**config.mk**
```make
export PLATFORM = sky130hd
export DESIGN_NAME = xillybus_mem8_regbank
export DESIGN_NICKNAME = d
export VERILOG_FILES = /design/src/rtl/xillybus_regbank_pkg.sv /design/src/rtl/mem8_scratch_ram.sv /design/src/rtl/xillybus_mem8_regbank.sv
export SDC_FILE = /design/constraint.sdc
export NUM_CORES = 1
export LEC_CHECK = 0
export ABC_AREA = 1
export CAP_MARGIN = 20
export CORE_ASPECT_RATIO = 0.75
export CORE_MARGIN = 2
export CORE_UTILIZATION = 49
export DETAILED_ROUTE_END_ITERATION = 10
export PLACE_DENSITY = 0.75
export SYNTH_ARGS = -nofsm -noshare
export SYNTH_HDL_FRONTEND = slang
export SYNTH_SLANG_ARGS = --single-unit
```
**constraint.sdc**
```tcl
create_clock -name bus_clk -period 2.38 [get_ports bus_clk]
set_input_delay 0.714 -clock bus_clk [delete_from_list [all_inputs] [get_ports bus_clk]]
set_output_delay 0.714 -clock bus_clk [all_outputs]
set_load 0.1 [all_outputs]
```
**src/rtl/xillybus_regbank_pkg.sv**
```systemverilog
// Shared address map, CTRL bit positions and decode helpers for the
// xillybus mem_8 register bank.
package xillybus_regbank_pkg;

  localparam int ADDR_W = 5;

  localparam logic [ADDR_W-1:0] ADDR_SCRATCH_LAST = 5'd15;
  localparam logic [ADDR_W-1:0] ADDR_CYC0         = 5'd16;
  localparam logic [ADDR_W-1:0] ADDR_BCNT0        = 5'd20;
  localparam logic [ADDR_W-1:0] ADDR_CTRL         = 5'd24;
  localparam logic [ADDR_W-1:0] ADDR_STAT         = 5'd25;
  localparam logic [ADDR_W-1:0] ADDR_CFG0         = 5'd28;
  localparam logic [ADDR_W-1:0] ADDR_CFG3         = 5'd31;

  localparam int CTRL_CNT_RUN = 0;
  localparam int CTRL_CNT_CLR = 1;

  typedef enum logic [2:0] {
    REG_SCRATCH,
    REG_CYC,
    REG_BCNT,
    REG_CTRL,
    REG_STAT,
    REG_RSVD,
    REG_CFG
  } region_e;

  typedef enum logic {
    RD_SRC_REG,
    RD_SRC_RAM
  } rd_src_e;

  function automatic region_e decode_region(input logic [ADDR_W-1:0] addr);
    if (addr <= ADDR_SCRATCH_LAST)                   return REG_SCRATCH;
    else if (addr >= ADDR_CYC0 && addr < ADDR_BCNT0) return REG_CYC;
    else if (addr < ADDR_CTRL)                       return REG_BCNT;
    else if (addr == ADDR_CTRL)                      return REG_CTRL;
    else if (addr == ADDR_STAT)                      return REG_STAT;
    else if (addr < ADDR_CFG0)                       return REG_RSVD;
    else                                             return REG_CFG;
  endfunction

  // Little-endian byte lane of a 32-bit word.
  function automatic logic [7:0] byte_of(input logic [31:0] w, input logic [1:0] sel);
    logic [31:0] sh;
    sh = w >> {sel, 3'b000};
    return sh[7:0];
  endfunction

endpackage

```
**src/rtl/mem8_scratch_ram.sv**
```systemverilog
// 16x8 scratch RAM: one write port, one registered read port. A read and a
// write to the same word in one cycle return the old contents.
module mem8_scratch_ram #(
  parameter int DATA_W = 8,
  parameter int ADDR_W = 4
) (
  input  logic              clk,
  input  logic              we,
  input  logic [ADDR_W-1:0] waddr,
  input  logic [DATA_W-1:0] wdata,
  input  logic              re,
  input  logic [ADDR_W-1:0] raddr,
  output logic [DATA_W-1:0] rdata
);

  logic [DATA_W-1:0] mem [2**ADDR_W];

  always_ff @(posedge clk) begin
    if (we) mem[waddr] <= wdata;
    if (re) rdata <= mem[raddr];
  end

endmodule

```
**src/rtl/xillybus_mem8_regbank.sv**
```systemverilog
// 32-byte seekable register bank behind the xillybus mem_8 stream: scratch
// RAM, snapshotted cycle counter, byte counter, CTRL/STAT and a staged config word.
module xillybus_mem8_regbank
  import xillybus_regbank_pkg::*;
#(
  parameter logic [31:0] CFG_RESET = 32'h0000_0000,
  parameter int          CNT_SAT   = 1
) (
  input  logic        bus_clk,
  input  logic        bus_rst,
  input  logic        quiesce,
  input  logic [4:0]  user_mem_8_addr,
  input  logic        user_mem_8_addr_update,
  input  logic        user_r_mem_8_rden,
  output logic [7:0]  user_r_mem_8_data,
  output logic        user_r_mem_8_empty,
  output logic        user_r_mem_8_eof,
  input  logic        user_r_mem_8_open,
  input  logic        user_w_mem_8_wren,
  input  logic [7:0]  user_w_mem_8_data,
  output logic        user_w_mem_8_full,
  input  logic        user_w_mem_8_open,
  output logic [31:0] cfg_word,
  output logic        cfg_update
);

  // The core tracks the address itself; the seek strobe carries no extra state.
  logic unused_addr_update;
  assign unused_addr_update = user_mem_8_addr_update;

  assign user_r_mem_8_empty = 1'b0;
  assign user_r_mem_8_eof   = 1'b0;
  assign user_w_mem_8_full  = 1'b0;

  function automatic logic [31:0] bcnt_next(input logic [31:0] v);
    if ((CNT_SAT != 0) && (&v)) return v;
    return v + 32'd1;
  endfunction

  region_e    region;
  logic [1:0] byte_sel;
  logic       rd_en;
  logic       wr_en;
  logic       ctrl_wr;
  logic       cnt_clr;
  logic       cfg_wr;

  logic [31:0] cyc_cnt;
  logic [23:0] cyc_snap;
  logic [31:0] bcnt;
  logic        cnt_run;
  logic [23:0] cfg_stage;
  logic        dirty;
  logic [3:0]  commit_cnt;
  logic [7:0]  stat;

  assign region   = decode_region(user_mem_8_addr);
  assign byte_sel = user_mem_8_addr[1:0];
  assign rd_en    = user_r_mem_8_rden;
  assign wr_en    = user_w_mem_8_wren;
  assign ctrl_wr  = wr_en && (region == REG_CTRL);
  assign cnt_clr  = ctrl_wr && user_w_mem_8_data[CTRL_CNT_CLR];
  assign cfg_wr   = wr_en && (region == REG_CFG);
  assign stat     = {commit_cnt, dirty, quiesce, user_w_mem_8_open, user_r_mem_8_open};

  logic [7:0] ram_q;

  mem8_scratch_ram #(
    .DATA_W (8),
    .ADDR_W (4)
  ) u_ram (
    .clk   (bus_clk),
    .we    (wr_en && (region == REG_SCRATCH)),
    .waddr (user_mem_8_addr[3:0]),
    .wdata (user_w_mem_8_data),
    .re    (rd_en && (region == REG_SCRATCH)),
    .raddr (user_mem_8_addr[3:0]),
    .rdata (ram_q)
  );

  // ---- stage p0: register read mux (byte 16 is live, 17-19 the snapshot)
  logic [7:0] rd_mux_p0;

  always_comb begin
    rd_mux_p0 = 8'h00;
    unique case (region)
      REG_CYC:  rd_mux_p0 = byte_of({cyc_snap, cyc_cnt[7:0]}, byte_sel);
      REG_BCNT: rd_mux_p0 = byte_of(bcnt, byte_sel);
      REG_CTRL: rd_mux_p0 = {6'b0, 1'b0, cnt_run};
      REG_STAT: rd_mux_p0 = stat;
      REG_CFG:  rd_mux_p0 = byte_of(cfg_word, byte_sel);
      default:  rd_mux_p0 = 8'h00;
    endcase
  end

  // ---- stage p1: registered read data, held until the next rden
  rd_src_e    rd_src_p1;
  logic [7:0] rd_reg_p1;

  always_ff @(posedge bus_clk) begin
    if (bus_rst) begin
      rd_src_p1 <= RD_SRC_REG;
      rd_reg_p1 <= 8'h00;
      cyc_snap  <= 24'h0;
    end else if (rd_en) begin
      rd_src_p1 <= (region == REG_SCRATCH) ? RD_SRC_RAM : RD_SRC_REG;
      rd_reg_p1 <= rd_mux_p0;
      if (region == REG_CYC && byte_sel == 2'd0) cyc_snap <= cyc_cnt[31:8];
    end
  end

  assign user_r_mem_8_data = (rd_src_p1 == RD_SRC_RAM) ? ram_q : rd_reg_p1;

  // A clear issued by the same write that would be counted takes priority.
  always_ff @(posedge bus_clk) begin
    if (bus_rst) begin
      cyc_cnt <= 32'h0;
      bcnt    <= 32'h0;
      cnt_run <= 1'b1;
    end else begin
      if (cnt_clr)      cyc_cnt <= 32'h0;
      else if (cnt_run) cyc_cnt <= cyc_cnt + 32'd1;

      if (cnt_clr)    bcnt <= 32'h0;
      else if (wr_en) bcnt <= bcnt_next(bcnt);

      if (ctrl_wr) cnt_run <= user_w_mem_8_data[CTRL_CNT_RUN];
    end
  end

  // Staging and commit: quiesce wipes partial staging and blocks commits.
  always_ff @(posedge bus_clk) begin
    if (bus_rst) begin
      cfg_stage  <= 24'h0;
      dirty      <= 1'b0;
      cfg_word   <= CFG_RESET;
      cfg_update <= 1'b0;
      commit_cnt <= 4'h0;
    end else begin
      cfg_update <= 1'b0;
      if (quiesce) begin
        cfg_stage <= 24'h0;
        dirty     <= 1'b0;
      end else if (cfg_wr) begin
        if (user_mem_8_addr == ADDR_CFG3) begin
          cfg_word   <= {user_w_mem_8_data, cfg_stage};
          cfg_update <= 1'b1;
          dirty      <= 1'b0;
          commit_cnt <= commit_cnt + 4'd1;
        end else begin
          unique case (byte_sel)
            2'd0:    cfg_stage[7:0]   <= user_w_mem_8_data;
            2'd1:    cfg_stage[15:8]  <= user_w_mem_8_data;
            default: cfg_stage[23:16] <= user_w_mem_8_data;
          endcase
          dirty <= 1'b1;
        end
      end
    end
  end

endmodule

```
==> summary.txt, run 1 <==
Global routing
  • Largest net degree at the start of global routing: between 40 and 50
  • Total Routing Usage GR: a little over a quarter
  • Busiest grt layer: met1
  • GRT Residual Overflow: 0
  • Initial antenna violation count: 0
  • Routing usage on met3: 5.87%
  • First-pass GRT wire length: between 50 and 60 mm
  • Met2 Track Usage GR: 37.9%
  • GRT met1 Usage: 42.7%
  • Number of global-route vias before repair: 10545

Pwr
  • Flop pwr share: about half
  • Clock network fraction of design power: between 40% and 50%
  • Combinational share of power: under 10%
  • Pint: 8.55 mW
  • Switching Share: 23.3%
  • P per Cell Area: approximately 700 mW/mm^2
  • Psw: approximately 2.6 mW
  • P_leak: 6.01 nW
  • Power Total: 11.2 mW
  • Max VDD drop: around 650 uV

Routing
  • Vias: ~12000
  • Vias per inst: approximately 5.5
  • ANT nets after route: 0
  • WL/cell: 18.8 um
  • Initial drt markers: 1211
  • Residual DRC: 0
  • WL final: around 39 mm
  • First-pass DRT Iterations: 5

Synth
  • Compound-gate portion of the synthesized area: a little over an eighth
  • Post-synthesis sequential area ratio: a little over half
  • Mean Syn Cell Area: ~8.5 sq um
  • Post-Synth Adder-Cell Area: less than 1%
  • YS warnings: 0
  • Simple-gate area share of the yosys netlist: between 20% and 30%
  • Gate Count Post-Synth: around 1600
  • Number of flops mapped to enable cells by yosys: about 140
  • Yosys cell types: 40
  • Ys flop type: dfxtp_1
  • Multiplexer area fraction after synthesis: less than 1%
  • XOR/XNOR share of the synthesized area: roughly 1.6%
  • Main combinational cell family by area after synthesis: simple AND/OR/NAND/NOR gates
  • Yosys reg bits: between 200 and 300
  • Async SR Flop Fraction: 0%
  • Synthesized cell area: approximately 0.013 sq mm

STA
  • Final Setup Violations: 0
  • Relative slew slack: 59.5%
  • RSZ-0062 raised after global routing: no
  • Final period util: a little over nine tenths
  • Minimum clock period: 2340 ps
  • Setup TNS: 0 ps
  • Setup ws final: 42.9 ps
  • Fmax: 0.428 GHz
  • Final hold violation count: 0
  • Fin. max-slew vios: 0
  • Clk_skew: roughly 32 ps
  • Worst Max-Slew Pin Slew: just over 600 ps

Placement
  • Post-placement cell area: between 0.01 and 0.015 sq mm
  • Detail Placement HPWL: 29.0 mm
  • DP Worst Slack: -302 ps
  • IO Port Bufs: 60
  • GP Congestion: about 1
  • Placed cell count: a little over 2000

Finish
  • Synth-to-Final Area Change: 20.3%
  • Design area: approximately 0.016 sq mm
  • Most common cell after layout, fill and taps aside: nand2_1
  • Final cell count without fillers: between 2000 and 2500
  • Fill count: approximately 2300
  • Most frequent cells in the layout: nand2_1 (366), nor2_1 (193), dfxtp_1 (159)
  • Fraction of layout cells with a size suffix above 1: between 10% and 20%
  • Nets@finish: roughly 1700
  • Inserted Diodes: 0

Die
  • Standard-cell rows: 52
  • Initial Util: between 40% and 50%
  • Die Height: 147 um
  • IO Pins: 65
  • Core box area: roughly 0.027 sq mm
  • Die width: a little under 200 um
  • Die Area: approximately 0.028 sq mm

Critical path
  • Worst setup EP type: output pin
  • CP Data Required Time: about 1700 ps
  • CP max-delay cell: dfxtp_2
  • Setup CP Type: reg2out
  • CP peak stage delay: 460 ps
  • Arr. time, crit path: between 1500 and 2000 ps
  • Startpoint types: flop
  • Crit path cell chain: mux2_2 > buf_12
  • Crit Path Max Fanout: 9

Clock network
  • Clock slew at reported path FFs: around 60 ps
  • Root buffer cell: clkbuf_16
  • Clk sinks: ~300
  • CTS max path bufs: 3
  • # Post-CTS Setup Buffers: 0
  • CTS tree: done
  • Clock latency on the worst-skew pair: 570 ps
  • CTS H-tree lvls: 1
  • Number of CTS-inserted buffers: 29

Run
  • Max Cap Violations: 0

Status
  • Status: complete, no violations

Worst hold path
  • Hold crit path type: reg2reg
-- cells by family (layout without fill, tap and decap cells) --
family          Yosys count  after routing
compound gates          321            321
xor+xnor                 24             24
fa+ha+maj                 3              3
buf+inv                 216            379
flops                   296            296
mux                       8              8
other cells               1              3
simple gates            698            698
-- worst max-delay path: cells and delay by family (launching register included) --
family	cells	cell delay, ps
flops	1	460
buf+inv	1	180
mux	1	430
-- power groups by stage --
stage                     registers [mW]  clock network [mW]  logic [mW]
after floorplan                     5.53                   0       0.486
after global placement              5.52                   0       0.902
after detailed placement            5.52                   0       0.912
after CTS                           5.41                4.85       0.917
after global routing                5.41                5.06       0.987
final                               5.41                4.81       0.931
-- final cells by class --
class                      instances  area (sq um)  area share [%]
timing repair buffer             175          1600            10.0
clock inverter                    15           218            1.36
multi-input combinational       1057          5090            31.9
inverter                         150           566            3.54
tap                              351           439            2.75
clock buffer                      39           783            4.90
sequential                       296          7290            45.6
-- synthesized netlist by cell type, types with 2 or more instances --
library cell	instances	area [sq um]
nand3_1	62	310
nor2_2	8	50.1
nand3b_1	8	60.1
buf_1	2	7.51
xor2_1	16	140
dfxtp_1	160	3200
xnor2_1	8	70.1
inv_2	7	26.3
o211ai_1	2	15.0
nor2_1	194	728
nand2_4	4	45.0
edfxtp_1	136	4080
a21oi_1	139	696
mux2_2	8	90.1
nand2_2	6	37.5
clkbuf_1	31	116
buf_4	14	105
or3_1	2	12.5
nor3_2	2	20.0
nand2_1	366	1370
buf_2	14	70.1
buf_6	5	56.3
o21ai_1	9	45.0
o21ai_0	104	521
nor2_4	6	67.6
nor3_1	20	100
inv_1	142	533
a22oi_1	64	480
a211oi_1	2	15.0
nand4_1	14	87.6
ha_1	3	37.5
-- path summary, 6_finish.rpt --
path,to,depth (start not counted),startpoint,slack [ps]
worst max-delay path,user_r_mem_8_data[2],2,rd_src_p1$_SDFFE_PP0P_,40
worst min-delay path,cyc_snap[16]$_SDFFE_PP0P_,2,cyc_snap[16]$_SDFFE_PP0P_,450
worst max register to register,cyc_cnt[30]$_SDFFE_PP0P_,7,cnt_run$_SDFFE_PP1N_,500
worst min register to register,cyc_snap[16]$_SDFFE_PP0P_,2,cyc_snap[16]$_SDFFE_PP0P_,450
-- through the flow --
step	util, %	hold WS (ps)
detailed placement	55.9	444
CTS	59.6	454
global placement	55.9	442
finish	59.6	454
global route	59.6	479
floorplan	-	430
-- timing repair --
action                     in CTS  in global routing
hold endpoints to repair        0                  0
setup endpoints to repair       8                  0
resized for setup               1                  0
hold buffers                    0                  0
-- flip-flops by register name, summed over array words and instances, names as in the netlist --
name	count
dirty	1
bcnt	32
u_ram.mem	128
cnt_run	1
cfg_stage	24
rd_src_p1	1
cyc_cnt	32
rd_reg_p1	8
commit_cnt	4
u_ram.rdata	8
cfg_update	1
cfg_word	32
cyc_snap	24
-- metal layers --
layer  up-vias  share of wire (%)
met4         0                1.7
met1      5419                 47
met3        45                 11
met2       561                 41
li1       5508                  -
met5         -                  0
No activity file was read; power rests on OpenSTA's default activity.
==> run 2: changes to the inputs <==
Settings changed: SLEW_MARGIN set to 20.
==> results of run 2 <==
Final layout, timing and power as in run 1 (identical DEF).
==> run 3: changes to the inputs <==
Settings changed: CORE_UTILIZATION 49 to 60, PLACE_DENSITY 0.75 to 0.87, REMOVE_ABC_BUFFERS set to 1, SLEW_MARGIN 20 to 5.
==> run 3 against run 2 <==
Compared with the run above:
- combinational power is 2.3% higher
- highest routed layer unchanged
- sequential share of layout area is 0.17 points higher
- first-iteration DRC count is 48% higher
- global-route usage is 6.5 points higher
- fmax is 0.42% lower
- clock power is 4.6% lower
- cell area is 0.38% lower
- setup slack worse by 9.8 ps
- routed wire length is 0.27% higher
- sequential cell count stayed put
==> summary.txt, run 3 (synthesis results as in run 1) <==
Placement
  • Placed cell count: between 1500 and 2000
  • GP Congestion: between 0.9 and 1
  • Detail Placement HPWL: 27.9 mm
  • IO Port Bufs: 60

Critical path
  • Worst setup EP type: flop
  • Arr. time, crit path: ~2600 ps
  • Worst setup path endpoint: u_ram.rdata[1]$_DFFE_PP_
  • Worst-case reg-to-reg path depth: 10
  • Reg2Reg Setup Slack: roughly 430 ps
  • Startpoint types: input port
  • R2R Path End: bcnt[1]$_SDFFE_PP0P_
  • Crit Path Max Fanout: 9
  • CP Data Required Time: 2660 ps
  • Setup CP Type: in2reg
  • CP startpoint: user_mem_8_addr[0]
  • Worst R2R Start: bcnt[0]$_SDFFE_PP0P_

Die
  • Die Height: 133 um
  • Die width: between 150 and 200 um
  • Initial Util: about three fifths
  • IO Pins: 65
  • Standard-cell rows: 47
  • Die Area: approximately 0.023 sq mm
  • Core box area: 0.0219 sq mm

Finish
  • Nets@finish: about 1700
  • Fin util: 72.8%
  • Fill count: between 1000 and 1500
  • Most frequent cells in the layout: nand2_1 (366), nor2_1 (193), dfxtp_1 (159)
  • Area taken by multi-input logic gates: just over 0.005 sq mm
  • Final cell count without fillers: between 2000 and 2500
  • Most common cell after layout, fill and taps aside: nand2_1
  • Reg with most FFs: u_ram.mem
  • Synth-to-Final Area Change: 19.8%
  • Fraction of layout cells with a size suffix above 1: between 10% and 20%
  • Max FFs per register: approximately 130
  • Storage element area: about 0.0073 sq mm

Routing
  • Vias: approximately 12000
  • Initial drt markers: about 1800
  • Vias per inst: approximately 6
  • Residual DRC: 0
  • WL final: 39.3 mm
  • WL/cell: 19.4 um
  • ANT nets after route: 0
  • First-pass DRT Iterations: 7

Run
  • Max Cap Violations: 0

STA
  • Relative slew slack: 55.9%
  • RSZ-0062 raised after global routing: no
  • Fmax: 0.426 GHz
  • Fin. max-slew vios: 0
  • Final Setup Violations: 0
  • Minimum clock period: ~2300 ps
  • Final hold violation count: 0
  • Hold Worst Slack: ~460 ps
  • Clk_skew: approximately 29 ps
  • Worst Max-Slew Pin Slew: 661 ps
  • Setup TNS: 0 ps
  • Final period util: 98.6%

Clock network
  • CTS tree: done
  • CTS max path bufs: 3
  • Root buffer cell: clkbuf_16
  • Number of CTS-inserted buffers: 28
  • Clk sinks: just under 300
  • CTS H-tree lvls: 1
  • Clock slew at reported path FFs: ~70 ps
  • CTS hold repair buffers: 0
  • Clock latency on the worst-skew pair: between 500 and 600 ps

Worst hold path
  • Hold crit path type: reg2reg
  • Hold path depth: 2

Pwr
  • Clock network fraction of design power: roughly two fifths
  • Pint: roughly 8.3 mW
  • P per Cell Area: between 600 and 700 mW/mm^2
  • Psw: around 2.7 mW
  • Combinational share of power: between 8 and 9%
  • P_leak: around 6 nW
  • Switching Share: between 20% and 30%
  • Flop pwr share: roughly half
  • Max VDD drop: between 600 and 700 uV

Global routing
  • Largest net degree at the start of global routing: 49
  • First-pass GRT wire length: between 60 and 70 mm
  • Number of global-route vias before repair: around 11000
  • Total Routing Usage GR: between 30% and 40%
  • GRT Residual Overflow: 0
  • Initial antenna violation count: 1

Status
  • Status: complete, no violations
[run 3: cell count changes in the layout (fill, tap and decap cells not counted), moves of 2 or more]
cell       delta
clkbuf_1      -4
inv_1         -2
bufinv_16     -3
buf_12        +3
[run 3: metrics by stage]
| stage | power [mW] | instance area (sq um) | setup slack (ps) |
|---|---|---|---|
| finish | 11.0 | 15900 | 33.1 |
| global route | 11.2 | 15900 | 10.2 |
| CTS | 10.9 | 15900 | 46.1 |
| detailed placement | 6.43 | 15000 | -447 |
| global placement | 6.40 | 15000 | -412 |
| floorplan | 5.97 | 12900 | -797 |
[run 3: critical path: stages]
cell and delay [ps]:
clkdlybuf4s50_1 550, buf_4 140, nor2_2 40, buf_4 180, buf_4 150, a22oi_1 160, a21oi_1 170, nor3_1 400
nand2_1 130
[run 3: area by class of cell]
class,instances,share of cell area [%]
flip-flops and latches,296,45.8
multi-input cells,1057,32.0
repair buffers,177,10.4
clock buffers,36,4.91
inverters,150,3.55
well taps,294,2.31
clock inverters,16,1.10
diodes,1,0.0157
[run 3: what timing repair did]
| action | CTS | global route |
|---|---|---|
| resized for setup | 1 | 0 |
| endpoints found under the setup margin | 8 | 0 |
| setup buffers | 0 | 0 |
[run 3: routing by layer]
metal | part of all wire (%) | GRT usage [%]
met4 | 3.8 | 11.6
met2 | 43 | 49.2
met5 | 0 | 0.208
met3 | 14 | 8.13
met1 | 40 | 49.0
[run 3: worst min path at each step]
stage / startpoint / end
2_1_floorplan: cfg_stage[13]$_SDFFE_PP0P_ / cfg_word[13]$_SDFFE_PP0P_
3_3_place_gp: cyc_snap[6]$_SDFFE_PP0P_ / cyc_snap[6]$_SDFFE_PP0P_
3_5_place_dp: cyc_snap[15]$_SDFFE_PP0P_ / cyc_snap[15]$_SDFFE_PP0P_
4_1_cts: cyc_snap[7]$_SDFFE_PP0P_ / cyc_snap[7]$_SDFFE_PP0P_
5_1_grt: cyc_snap[11]$_SDFFE_PP0P_ / cyc_snap[11]$_SDFFE_PP0P_
6_report: cyc_snap[7]$_SDFFE_PP0P_ / cyc_snap[7]$_SDFFE_PP0P_
[run 3: power by group through the flow]
stage | registers (mW) | clock network, mW | logic, mW
5_1_grt | 5.41 | 4.78 | 1.00
3_3_place_gp | 5.52 | 0 | 0.889
3_5_place_dp | 5.52 | 0 | 0.908
6_report | 5.41 | 4.59 | 0.952
2_1_floorplan | 5.54 | 0 | 0.434
4_1_cts | 5.41 | 4.58 | 0.923
